### config.mk
export PLATFORM = sky130hd
export DESIGN_NAME = vend_dispense_ctrl
export DESIGN_NICKNAME = d
export VERILOG_FILES = /design/src/rtl/vend_pkg.sv /design/src/rtl/vend_fifo.sv /design/src/rtl/vend_dispense_ctrl.sv
export SDC_FILE = /design/constraint.sdc
export NUM_CORES = 1
export LEC_CHECK = 0
export ABC_AREA = 1
export CORE_AREA = 2 2 53 55
export DETAILED_ROUTE_END_ITERATION = 10
export DIE_AREA = 0 0 55 57
export PLACE_DENSITY = 0.85
export SLEW_MARGIN = 20
export SYNTH_ARGS = -nofsm -noshare
export SYNTH_HDL_FRONTEND = slang
export SYNTH_SLANG_ARGS = --single-unit
### constraint.sdc
create_clock -name clk_i -period 2.64 [get_ports clk_i]
set_clock_uncertainty 0.1 [all_clocks]
set_input_delay 0.66 -clock clk_i [delete_from_list [all_inputs] [get_ports clk_i]]
set_output_delay 0.66 -clock clk_i [all_outputs]
set_load 0.1 [all_outputs]
### src/rtl/vend_pkg.sv
// Shared types and constants for the vending dispense path.
// Imported by the dispense sequencer and its pending-vend queue.
package vend_pkg;

   typedef enum logic [1:0] {
      IDLE  = 2'd0,
      MOTOR = 2'd1,
      EJECT = 2'd2,
      GAP   = 2'd3
   } dispense_state_t;

   localparam logic [2:0] MAX_CHANGE    = 3'd4;
   localparam int         PRICE_NICKELS = 4;

endpackage

### src/rtl/vend_fifo.sv
// Synchronous FIFO with fall-through head, count/full/empty status.
// A push on a full queue is taken only when a pop happens in the same cycle.
module vend_fifo #(
   parameter int WIDTH = 3,
   parameter int DEPTH = 2
) (
   input  logic                   clk_i,
   input  logic                   reset_i,
   input  logic                   push,
   input  logic                   pop,
   input  logic [WIDTH-1:0]       wdata,
   output logic [WIDTH-1:0]       rdata,
   output logic                   full,
   output logic                   empty,
   output logic [$clog2(DEPTH):0] count
);

   localparam int AW = $clog2(DEPTH);

   logic [WIDTH-1:0] mem [DEPTH];
   logic [AW-1:0]    wr_ptr;
   logic [AW-1:0]    rd_ptr;
   logic             do_push;
   logic             do_pop;

   assign full    = (count == (AW+1)'(DEPTH));
   assign empty   = (count == '0);
   assign do_pop  = pop & ~empty;
   assign do_push = push & (~full | do_pop);
   assign rdata   = mem[rd_ptr];

   always_ff @(posedge clk_i) begin
      if (reset_i) begin
         wr_ptr <= '0;
         rd_ptr <= '0;
         count  <= '0;
      end else begin
         if (do_push) wr_ptr <= wr_ptr + 1'b1;
         if (do_pop)  rd_ptr <= rd_ptr + 1'b1;
         count <= count + {{AW{1'b0}}, do_push} - {{AW{1'b0}}, do_pop};
      end
   end

   // Storage carries no reset; the pointers define what is valid.
   always_ff @(posedge clk_i) begin
      if (do_push) mem[wr_ptr] <= wdata;
   end

endmodule

### src/rtl/vend_dispense_ctrl.sv
// Dispense sequencer: queues completed sales, runs the soda motor, then
// ejects one timed pulse per nickel of change.
import vend_pkg::*;

module vend_dispense_ctrl #(
   parameter int MOTOR_CYCLES = 4,
   parameter int PULSE_CYCLES = 2,
   parameter int GAP_CYCLES   = 2,
   parameter int DEPTH        = 2
) (
   input  logic       clk_i,
   input  logic       reset_i,
   input  logic       vend_valid_i,
   input  logic [2:0] change_i,
   output logic       soda_motor_o,
   output logic       nickel_eject_o,
   output logic       coin_inhibit_o,
   output logic       busy_o,
   output logic       vend_done_o,
   output logic       err_o
);

   localparam int MAX_MP  = (MOTOR_CYCLES > PULSE_CYCLES) ? MOTOR_CYCLES : PULSE_CYCLES;
   localparam int MAX_ALL = (MAX_MP > GAP_CYCLES) ? MAX_MP : GAP_CYCLES;
   localparam int CW      = $clog2(MAX_ALL + 1);
   localparam int QW      = $clog2(DEPTH) + 1;

   // vend_valid_i has no ready: coin_inhibit_o is the only backpressure, and a
   // vend arriving while the queue is full (with no pop that cycle) is dropped.
   dispense_state_t state, state_n;
   logic [CW-1:0]   cnt, cnt_n;
   logic [2:0]      cur_change, chg_n, chg_dec;
   logic            pop;
   logic [2:0]      change_clamped;
   logic            illegal, overflow, push_ok;
   logic [2:0]      q_head;
   logic            q_full, q_empty;
   logic [QW-1:0]   q_count, count_nxt;
   logic            err_evt_q;

   assign illegal        = vend_valid_i & (change_i > MAX_CHANGE);
   assign change_clamped = (change_i > MAX_CHANGE) ? MAX_CHANGE : change_i;
   assign push_ok        = vend_valid_i & (~q_full | pop);
   assign overflow       = vend_valid_i & q_full & ~pop;
   assign count_nxt      = q_count + {{(QW-1){1'b0}}, push_ok} - {{(QW-1){1'b0}}, pop};
   assign chg_dec        = cur_change - 3'd1;

   vend_fifo #(.WIDTH(3), .DEPTH(DEPTH)) u_fifo (
      .clk_i   (clk_i),
      .reset_i (reset_i),
      .push    (vend_valid_i),
      .pop     (pop),
      .wdata   (change_clamped),
      .rdata   (q_head),
      .full    (q_full),
      .empty   (q_empty),
      .count   (q_count)
   );

   always_ff @(posedge clk_i) begin
      if (reset_i) begin
         state      <= IDLE;
         cnt        <= '0;
         cur_change <= '0;
      end else begin
         state      <= state_n;
         cnt        <= cnt_n;
         cur_change <= chg_n;
      end
   end

   // Timers load the full cycle count and expire when they reach 1.
   always_comb begin
      state_n = state;
      cnt_n   = cnt;
      chg_n   = cur_change;
      pop     = 1'b0;
      case (state)
         IDLE: begin
            if (!q_empty) begin
               pop     = 1'b1;
               chg_n   = q_head;
               cnt_n   = CW'(MOTOR_CYCLES);
               state_n = MOTOR;
            end
         end
         MOTOR: begin
            if (cnt == CW'(1)) begin
               if (cur_change == 3'd0) begin
                  state_n = IDLE;
                  cnt_n   = '0;
               end else begin
                  state_n = EJECT;
                  cnt_n   = CW'(PULSE_CYCLES);
               end
            end else begin
               cnt_n = cnt - 1'b1;
            end
         end
         EJECT: begin
            if (cnt == CW'(1)) begin
               chg_n = chg_dec;
               if (chg_dec == 3'd0) begin
                  state_n = IDLE;
                  cnt_n   = '0;
               end else begin
                  state_n = GAP;
                  cnt_n   = CW'(GAP_CYCLES);
               end
            end else begin
               cnt_n = cnt - 1'b1;
            end
         end
         GAP: begin
            if (cnt == CW'(1)) begin
               state_n = EJECT;
               cnt_n   = CW'(PULSE_CYCLES);
            end else begin
               cnt_n = cnt - 1'b1;
            end
         end
         default: state_n = IDLE;
      endcase
   end

   // Actuator outputs track the state register; inhibit and error report
   // the queue/error condition of the previous cycle.
   always_ff @(posedge clk_i) begin
      if (reset_i) begin
         err_evt_q      <= 1'b0;
         soda_motor_o   <= 1'b0;
         nickel_eject_o <= 1'b0;
         coin_inhibit_o <= 1'b0;
         busy_o         <= 1'b0;
         vend_done_o    <= 1'b0;
         err_o          <= 1'b0;
      end else begin
         err_evt_q      <= err_evt_q | illegal | overflow;
         soda_motor_o   <= (state_n == MOTOR);
         nickel_eject_o <= (state_n == EJECT);
         coin_inhibit_o <= q_full;
         busy_o         <= (state_n != IDLE) | (count_nxt != '0);
         vend_done_o    <= ((state == MOTOR) | (state == EJECT)) & (state_n == IDLE);
         err_o          <= err_evt_q;
      end
   end

endmodule

==> results.py, run 1 <==
metrics = {
    "outcome": {
        "status": "finished, final reports clean",
    },
    "floorplan": {
        "ioPinCount": 12,
        "die_h_um": 57,
        "dieWidth_um": 55,
        "start_util_pct": 50.62,
        "placementRows": 19,
        "core-area_um2": 2615,
        "dieArea_um2": 3135,
    },
    "routing": {
        "routed_wl_um": 2285,
        "vias": 1060,
        "vias_per_cell": 4.885,
        "dr.first_iter.drc_count": 15,
        "wl_per_cell_um": 10.53,
        "dr.pass1.iters": 4,
        "post-route-drc-count": 0,
        "drtAntennaViolNets": 0,
    },
    "power": {
        "combinationalPowerShare_pct": 54.0,
        "power.switching_mw": 0.8888,
        "p_clk_share_pct": 14.4,
        "ir_worst_vdd_v": 0.0008080,
        "sw_frac_of_total_pct": 46.99,
        "share_seq_of_total_power_pct": 31.6,
        "power_density_nw_per_um2": 1262,
        "internal_power_mw": 1.003,
        "leakage_nw": 0.7233,
    },
    "cts": {
        "cts_root_buffer": "clkbuf_4",
        "numCtsBuffers": 3,
        "clock_tree.buffer_depth": 2,
        "cts_hold_buf": 0,
        "htree_levels": 1,
        "cts_tree": "done",
        "clkLatencyLatePin_ns": 0.32,
        "numClockSinks": 26,
        "clk_pin_slew_ns": 0.14,
        "post_cts_resized": 0,
        "cts_setup_buffers": 0,
    },
    "synth": {
        "synth_area_leaders": "dfxtp_1 30%, edfxtp_1 14%, ha_1 11%, inv_1 9.9%, nand2_1 9.6%",
        "synth_compound_area_share_pct": 10.30,
        "synth.net_count": 191,
        "synth_top_family_by_area": "simple AND/OR/NAND/NOR gates",
        "syn_area_per_cell_um2": 7.652,
        "synth_warnings": 0,
        "synth-simple-area-share_pct": 23.72,
        "yosys.area.top_type_share_pct": 30.25,
        "synth.distinct_cells": 18,
        "synthXorXnorAreaFrac_pct": 0,
        "synthCells": 173,
        "synth_fa_ha_area_share_pct": 11.34,
        "ys_seq_area_share_pct": 43.86,
        "synthMuxAreaShare_pct": 0,
        "synth-seq-cells": 26,
        "netlist_area_um2": 1324,
        "yosysTopAreaCell": "dfxtp_1",
    },
    "timing": {
        "hold_ws_ns": 0.3462,
        "min_period_ns": 2.265,
        "max_freq_mhz": 441.6,
        "fin_tns_setup_ns": 0,
        "tightest_slew_ns": 0.4024,
        "fin_crit_sh_pct": 85.78,
        "max_slew_margin_pct": 73.14,
        "rsz0062_at_grt": "no",
        "drv_slew": 0,
        "setup_violations": 0,
        "hold_viol_final": 0,
    },
    "worst_setup_path": {
        "crit_chain": "inv_1, ha_1, inv_1, nor2_1, ha_1, inv_1, ha_1, or2_2, nand2_1, nand2_1, nand3_1, nand2_1, inv_1, nand3_1",
        "crit-reg2reg-launch": "state[0]",
        "cp_slowest_stage_delay_ns": 0.40,
        "slowest_stage": "dfxtp_1",
        "worst_ep_arrival_time_ns": 2.39,
        "crit_top_cell": "inv_1",
        "crit_fanout": 4,
        "cp-startpoint": "state[0]",
        "cp-start-kind": "flip-flop",
        "path_class": "reg2reg",
        "r2r_cells": 14,
        "r2r_slack_ns": 0.38,
        "rr_endpoint": "busy_o",
        "crit_required_ns": 2.76,
        "endpoint_kind": "flip-flop",
        "endpoint": "busy_o",
    },
    "global_routing": {
        "grt-ovfl-total": 0,
        "grt_max_degree": 16,
        "grt_pass1_wl_um": 4181,
        "grt_pass1_vias": 1009,
        "gr-usage-all-layers_pct": 17.64,
        "antenna_found_initial": 0,
    },
    "place": {
        "dp.final_hpwl_um": 1804,
        "placed_cells": 213,
        "place_area_um2": 1446,
        "finalWeightedCongestion": 0.8753,
        "port_buffers": 11,
    },
    "cells_and_area": {
        "antenna_cells": 0,
        "final_area_um2": 1499,
        "utilization_pct": 57.32,
        "areaGrowthSynthToFinish_pct": 13.23,
        "nets": 205,
        "stdcell_count": 217,
        "drive_above_1_share_pct": 9.140,
    },
    "flow_run": {
        "maxCapViolations": 0,
    },
    "worst_hold_path": {
        "min_path_type": "reg2reg",
        "whs_path_depth": 2,
    },
}
[critical path: cells and delay by family, from the launching register on]
family | cells | cell delay (ns)
DFF | 1 | 0.40
buffers and inverters | 4 | 0.30
and+or+nand+nor | 7 | 0.66
adders and majority gates | 3 | 0.71
[flip-flops by register name, indices dropped and copies added, names as in the netlist, 2 cells and up, named ones only]
| name | cells |
|---|---|
| u_fifo.mem | 6 |
| cnt | 3 |
| cur_change | 3 |
| state | 2 |
| u_fifo.count | 2 |
[Yosys cell counts]
cell type  count
a21oi_2        1
ha_1          12
nor2_1        23
a21boi_0       1
o211ai_1       3
a21oi_1        7
o21ai_0       11
buf_4          1
nand2_1       34
or2_2          1
o21a_1         1
clkbuf_1       1
nand3_2        2
edfxtp_1       6
inv_1         35
dfxtp_1       20
nor2_2         3
nand3_1       11
[per-layer routing]
metal / part of all wire [%] / wire, µm / vias to the layer above / global-route usage, %
li1: - / - / 567 / -
met1: 46 / 1048 / 483 / 22.11
met2: 52 / 1178 / 8 / 29.93
met3: 1.8 / 42 / 2 / 3.665
met4: 0.70 / 16 / 0 / 5.226
met5: 0 / 0 / - / 0
[per-stage QoR]
step / setup slack, ns / total power, mW
detailed placement: 0.3564 / 1.632
global route: 0.1909 / 2.065
floorplan: 0.5444 / 1.430
global placement: 0.3832 / 1.604
CTS: 0.3697 / 1.906
finish: 0.3754 / 1.891
[kinds of logic after synthesis]
kind of cell               Yosys count
DFF                                 26
AOI/OAI and AO/OA                   24
buffers and inverters               37
and+or+nand+nor                     74
adders and majority gates           12
[power by group through the flow]
stage               clock network (mW)  registers [mW]  logic, mW
floorplan                            0           0.794      0.636
global placement                     0           0.602       1.00
detailed placement                   0           0.609       1.02
CTS                              0.276           0.599       1.03
global route                     0.291           0.614       1.16
finish                           0.272           0.598       1.02
[layout by cell type, fill, tap and decap left out]
cell	Yosys	layout
o211ai_1	3	3
nand3_2	2	2
a21oi_1	7	7
inv_1	35	35
a21boi_0	1	1
clkdlybuf4s50_1	0	5
a21oi_2	1	1
nor2_1	23	23
or2_2	1	1
clkbuf_4	0	3
buf_4	1	6
nor2_2	3	3
o21ai_0	11	11
o21a_1	1	1
bufinv_16	0	1
edfxtp_1	6	6
dfxtp_1	20	20
ha_1	12	12
nand3_1	11	11
nand2_1	34	34
[worst min path at each step]
stage                    from     to  slack (ns)
CTS                 err_evt_q  err_o        0.34
floorplan           err_evt_q  err_o        0.30
global route        err_evt_q  err_o        0.36
finish              err_evt_q  err_o        0.35
global placement    err_evt_q  err_o        0.32
detailed placement  err_evt_q  err_o        0.32
[final cells by class]
type                            instances  area [µm²]
Clock buffer                            3       22.52
Clock inverter                          1       30.03
Fill cell                             243        1116
Inverter                               35       131.4
Multi-Input combinational cell        110       600.6
Sequential cell                        26       580.6
Tap cell                               31       38.79
Timing Repair Buffer                   11       95.09
Power figures use the tool's default switching activity.
==> run 2: changes to the inputs <==
Settings changed: CORE_AREA 2 2 53 55 to 2 2 50 52, CTS_CLUSTER_SIZE set to 12, DIE_AREA 0 0 55 57 to 0 0 52 54, DONT_BUFFER_PORTS set to 1, PLACE_DENSITY 0.85 to 0.86.
==> results.py, run 2 (synthesized netlist as in run 1, its figures left out) <==
metrics = {
    "outcome": {
        "status": "finished, final reports clean",
    },
    "cells_and_area": {
        "reg_top3": "u_fifo.mem x6, cnt x3, cur_change x3",
        "areaGrowthSynthToFinish_pct": 9.357,
        "utilization_pct": 62.41,
        "final_cell_mix": "35 x inv_1, 34 x nand2_1, 23 x nor2_1",
        "antenna_cells": 0,
        "regMostFlops": "u_fifo.mem",
        "nets": 200,
        "final_common_cell": "inv_1",
        "final_area_um2": 1448,
        "largest_register_ffs": 6,
        "drive_above_1_share_pct": 9.392,
        "fill_cells": 178,
        "regArea_um2": 580.6,
        "multi_input_area_um2": 600.6,
    },
    "place": {
        "port_buffers": 0,
        "place_area_um2": 1395,
        "finalWeightedCongestion": 0.8411,
        "dp.final_hpwl_um": 1803,
    },
    "power": {
        "internal_power_mw": 1.001,
        "p_clk_share_pct": 14.4,
        "ir_worst_vdd_v": 0.0009126,
        "power_density_nw_per_um2": 1321,
        "sw_frac_of_total_pct": 47.65,
        "share_seq_of_total_power_pct": 31.1,
        "power.switching_mw": 0.9113,
        "combinationalPowerShare_pct": 54.5,
        "leakage_nw": 0.7038,
    },
    "cts": {
        "clkLatencyLatePin_ns": 0.33,
        "clock_tree.buffer_depth": 2,
        "numCtsBuffers": 3,
        "post_cts_resized": 0,
        "cts_hold_buf": 0,
        "htree_levels": 1,
        "cts_root_buffer": "clkbuf_4",
        "numClockSinks": 26,
        "cts_setup_buffers": 0,
        "clk_pin_slew_ns": 0.15,
        "cts_tree": "done",
    },
    "floorplan": {
        "dieWidth_um": 52,
        "ioPinCount": 12,
        "placementRows": 18,
        "start_util_pct": 57.07,
        "dieArea_um2": 2808,
        "die_h_um": 54,
        "core-area_um2": 2320,
    },
    "worst_setup_path": {
        "cp-start-kind": "flip-flop",
        "crit_top_cell": "inv_1",
        "cp_slowest_stage_delay_ns": 0.42,
        "crit_chain": "inv_1, ha_1, inv_1, nor2_1, ha_1, inv_1, ha_1, or2_2, nand2_1, nand2_1, nand3_1, nand2_1, inv_1, nand3_1",
        "endpoint": "busy_o",
        "endpoint_kind": "flip-flop",
        "crit_required_ns": 2.76,
        "slowest_stage": "dfxtp_1",
        "path_class": "reg2reg",
        "r2r_cells": 14,
        "cp-startpoint": "state[0]",
        "worst_ep_arrival_time_ns": 2.44,
        "r2r_slack_ns": 0.33,
        "rr_endpoint": "busy_o",
        "crit-reg2reg-launch": "state[0]",
        "crit_fanout": 4,
    },
    "routing": {
        "vias": 1094,
        "wl_per_cell_um": 11.40,
        "routed_wl_um": 2405,
        "post-route-drc-count": 0,
        "dr.first_iter.drc_count": 27,
        "vias_per_cell": 5.185,
        "dr.pass1.iters": 4,
        "drtAntennaViolNets": 0,
    },
    "timing": {
        "max_freq_mhz": 432.1,
        "drv_slew": 0,
        "fin_crit_sh_pct": 87.67,
        "fin_tns_setup_ns": 0,
        "rsz0062_at_grt": "no",
        "hold_viol_final": 0,
        "hold_ws_ns": 0.2775,
        "max_slew_margin_pct": 72.98,
        "min_period_ns": 2.314,
        "tightest_slew_ns": 0.4048,
        "setup_violations": 0,
    },
    "global_routing": {
        "grt_max_degree": 16,
        "grt-ovfl-total": 0,
        "grt_pass1_vias": 1019,
        "antenna_found_initial": 0,
        "gr-usage-all-layers_pct": 19.37,
        "grt_pass1_wl_um": 4036,
    },
    "flow_run": {
        "maxCapViolations": 0,
    },
    "worst_hold_path": {
        "min_path_type": "in2reg",
        "hold_start": "reset_i",
    },
}
[run 2: changes by cell type in the layout (fill, tap and decap cells not counted), sizes merged]
cell,change
clkdlybuf4s50,-5
[run 2: stage by stage]
stage	instances	power, mW	setup WS, ns
2_1_floorplan	173	1.430	0.5444
3_3_place_gp	207	1.580	0.4817
3_5_place_dp	207	1.632	0.3569
4_1_cts	211	1.918	0.3179
5_1_grt	211	2.075	0.08939
6_report	211	1.912	0.3256
[run 2: critical path: cells and delay by family, from the launching register on]
family / cells / cell delay (ns)
and+or+nand+nor: 7 / 0.69
buffers and inverters: 4 / 0.29
adders and majority gates: 3 / 0.73
DFF: 1 / 0.42
[run 2: how the worst min path moves through the flow]
stage               cells after the start  slack [ns]              to
floorplan                               2        0.30           err_o
global placement                        2        0.33           err_o
detailed placement                      2        0.33           err_o
CTS                                     1        0.28  coin_inhibit_o
global route                            1        0.27  coin_inhibit_o
finish                                  1        0.28  coin_inhibit_o
[run 2: power groups by stage]
stage | sequential, mW | combinational [mW] | clock, mW
CTS | 0.595 | 1.05 | 0.278
detailed placement | 0.604 | 1.03 | 0
finish | 0.595 | 1.04 | 0.275
global placement | 0.598 | 0.982 | 0
global route | 0.606 | 1.18 | 0.284
floorplan | 0.794 | 0.636 | 0
[run 2: layer usage]
layer / track usage [%] / share of wire (%)
met1: 21.64 / 43
met2: 34.60 / 51
met3: 3.056 / 3.5
met4: 11.84 / 3.0
met5: 0 / 0
[run 2: layout make-up]
type	count	area share (%)
Clock buffer	3	1.556
Timing Repair Buffer	6	3.111
Tap cell	30	2.593
Multi-Input combinational cell	110	41.49
Clock inverter	1	2.074
Inverter	35	9.075
Sequential cell	26	40.10
==> run 3: changes to the inputs <==
Settings changed: CORE_AREA 2 2 50 52 to 2 2 51 53, DIE_AREA 0 0 52 54 to 0 0 53 55, PLACE_DENSITY 0.86 to 0.84.
==> results.py, run 3 (synthesized netlist as in run 1, its figures left out) <==
metrics = {
    "outcome": {
        "status": "finished, final reports clean",
    },
    "floorplan": {
        "core-area_um2": 2365,
        "dieArea_um2": 2915,
        "die_h_um": 55,
        "placementRows": 18,
        "ioPinCount": 12,
        "dieWidth_um": 53,
        "start_util_pct": 55.98,
    },
    "timing": {
        "max_slew_margin_pct": 72.89,
        "fin_tns_setup_ns": 0,
        "fin_crit_sh_pct": 87.97,
        "drv_slew": 0,
        "max_freq_mhz": 430.6,
        "tightest_slew_ns": 0.4061,
        "min_period_ns": 2.322,
        "rsz0062_at_grt": "no",
        "setup_violations": 0,
        "hold_viol_final": 0,
    },
    "power": {
        "power_mw": 1.906,
        "ir_worst_vdd_v": 0.001032,
        "power_density_nw_per_um2": 1317,
        "leakage_nw": 0.7038,
    },
    "cells_and_area": {
        "nets": 200,
        "reg_top3": "u_fifo.mem x6, cnt x3, cur_change x3",
        "antenna_cells": 0,
        "largest_register_ffs": 6,
        "regMostFlops": "u_fifo.mem",
        "areaGrowthSynthToFinish_pct": 9.357,
        "final_cell_mix": "35 x inv_1, 34 x nand2_1, 23 x nor2_1",
        "drive_above_1_share_pct": 9.392,
        "final_common_cell": "inv_1",
    },
    "global_routing": {
        "grt-busiest-layer": "met2",
        "grt-ovfl-total": 0,
        "gr-usage-all-layers_pct": 18.85,
        "grt_pass1_wl_um": 4077,
        "grt_use_met1_pct": 22.88,
        "grt_max_degree": 16,
        "grt_pass1_vias": 979,
        "met2_usage_pct": 34.58,
        "antenna_found_initial": 0,
        "met3_usage_pct": 1.882,
    },
    "cts": {
        "htree_levels": 1,
        "clk_pin_slew_ns": 0.14,
        "clkLatencyLatePin_ns": 0.31,
        "numClockSinks": 26,
        "cts_tree": "done",
        "cts_hold_buf": 0,
        "cts_setup_buffers": 0,
        "numCtsBuffers": 3,
        "post_cts_resized": 0,
        "cts_root_buffer": "clkbuf_4",
        "clock_tree.buffer_depth": 2,
    },
    "routing": {
        "post-route-drc-count": 0,
        "routed_wl_um": 2392,
        "drtAntennaViolNets": 0,
        "vias": 1070,
        "vias_per_cell": 5.071,
        "dr.pass1.iters": 4,
        "dr.first_iter.drc_count": 22,
        "wl_per_cell_um": 11.34,
    },
    "worst_setup_path": {
        "worst_ep_arrival_time_ns": 2.44,
        "r2r_slack_ns": 0.32,
        "cp-start-kind": "flip-flop",
        "endpoint_kind": "flip-flop",
        "crit_chain": "inv_1, ha_1, inv_1, nor2_1, ha_1, inv_1, ha_1, or2_2, nand2_1, nand2_1, nand3_1, nand2_1, inv_1, nand3_1",
        "slowest_stage": "dfxtp_1",
        "crit_family": "adder cells",
        "crit_top_cell": "inv_1",
        "cp_num_buf_inv": 4,
        "path_class": "reg2reg",
        "crit_required_ns": 2.75,
        "crit_fanout": 4,
        "cp_slowest_stage_delay_ns": 0.42,
    },
    "place": {
        "port_buffers": 0,
        "dp.final_hpwl_um": 1846,
        "finalWeightedCongestion": 0.8339,
    },
    "worst_hold_path": {
        "min_path_type": "in2reg",
    },
    "flow_run": {
        "maxCapViolations": 0,
    },
}
-- run 3: layer usage --
layer,vias to the layer above,part of all wire [%]
met2,23,54
met4,0,1.2
met3,2,3.6
met1,491,42
met5,-,0
li1,554,-
-- run 3: through the flow --
stage / setup WS, ns / std cells / hold WS [ns] / instance area (µm²) / util, %
4_1_cts: 0.3046 / 211 / 0.2871 / 1448 / 61.22
2_1_floorplan: 0.5444 / 173 / 0.3046 / 1324 / -
5_1_grt: 0.1205 / 211 / 0.2760 / 1448 / 61.22
3_5_place_dp: 0.3431 / 207 / 0.3308 / 1395 / 58.99
6_report: 0.3177 / 211 / 0.2946 / 1448 / 61.22
3_3_place_gp: 0.4801 / 207 / 0.3374 / 1395 / 58.99
-- run 3: power breakdown --
part / switching (mW) / internal [mW] / total [mW] / leakage (nW)
Combinational: 0.718 / 0.319 / 1.04 / 0.454
Clock: 0.116 / 0.153 / 0.269 / 0.0279
Sequential: 0.0717 / 0.528 / 0.600 / 0.222
-- run 3: path summary, 6_finish.rpt --
check | depth (start not counted) | to | startpoint
max | 14 | busy_o | state[0]
min | 1 | cnt[1] | reset_i
max reg2reg | 14 | busy_o | state[0]
min reg2reg | 2 | err_o | err_evt_q
-- run 3: final cells by class --
class,instances,area [µm²]
clock buffer,3,22.52
inverter,35,131.4
tap,30,37.54
multi-input combinational,110,600.6
clock inverter,1,30.03
sequential,26,580.6
fill,207,917.1
timing repair buffer,6,45.04
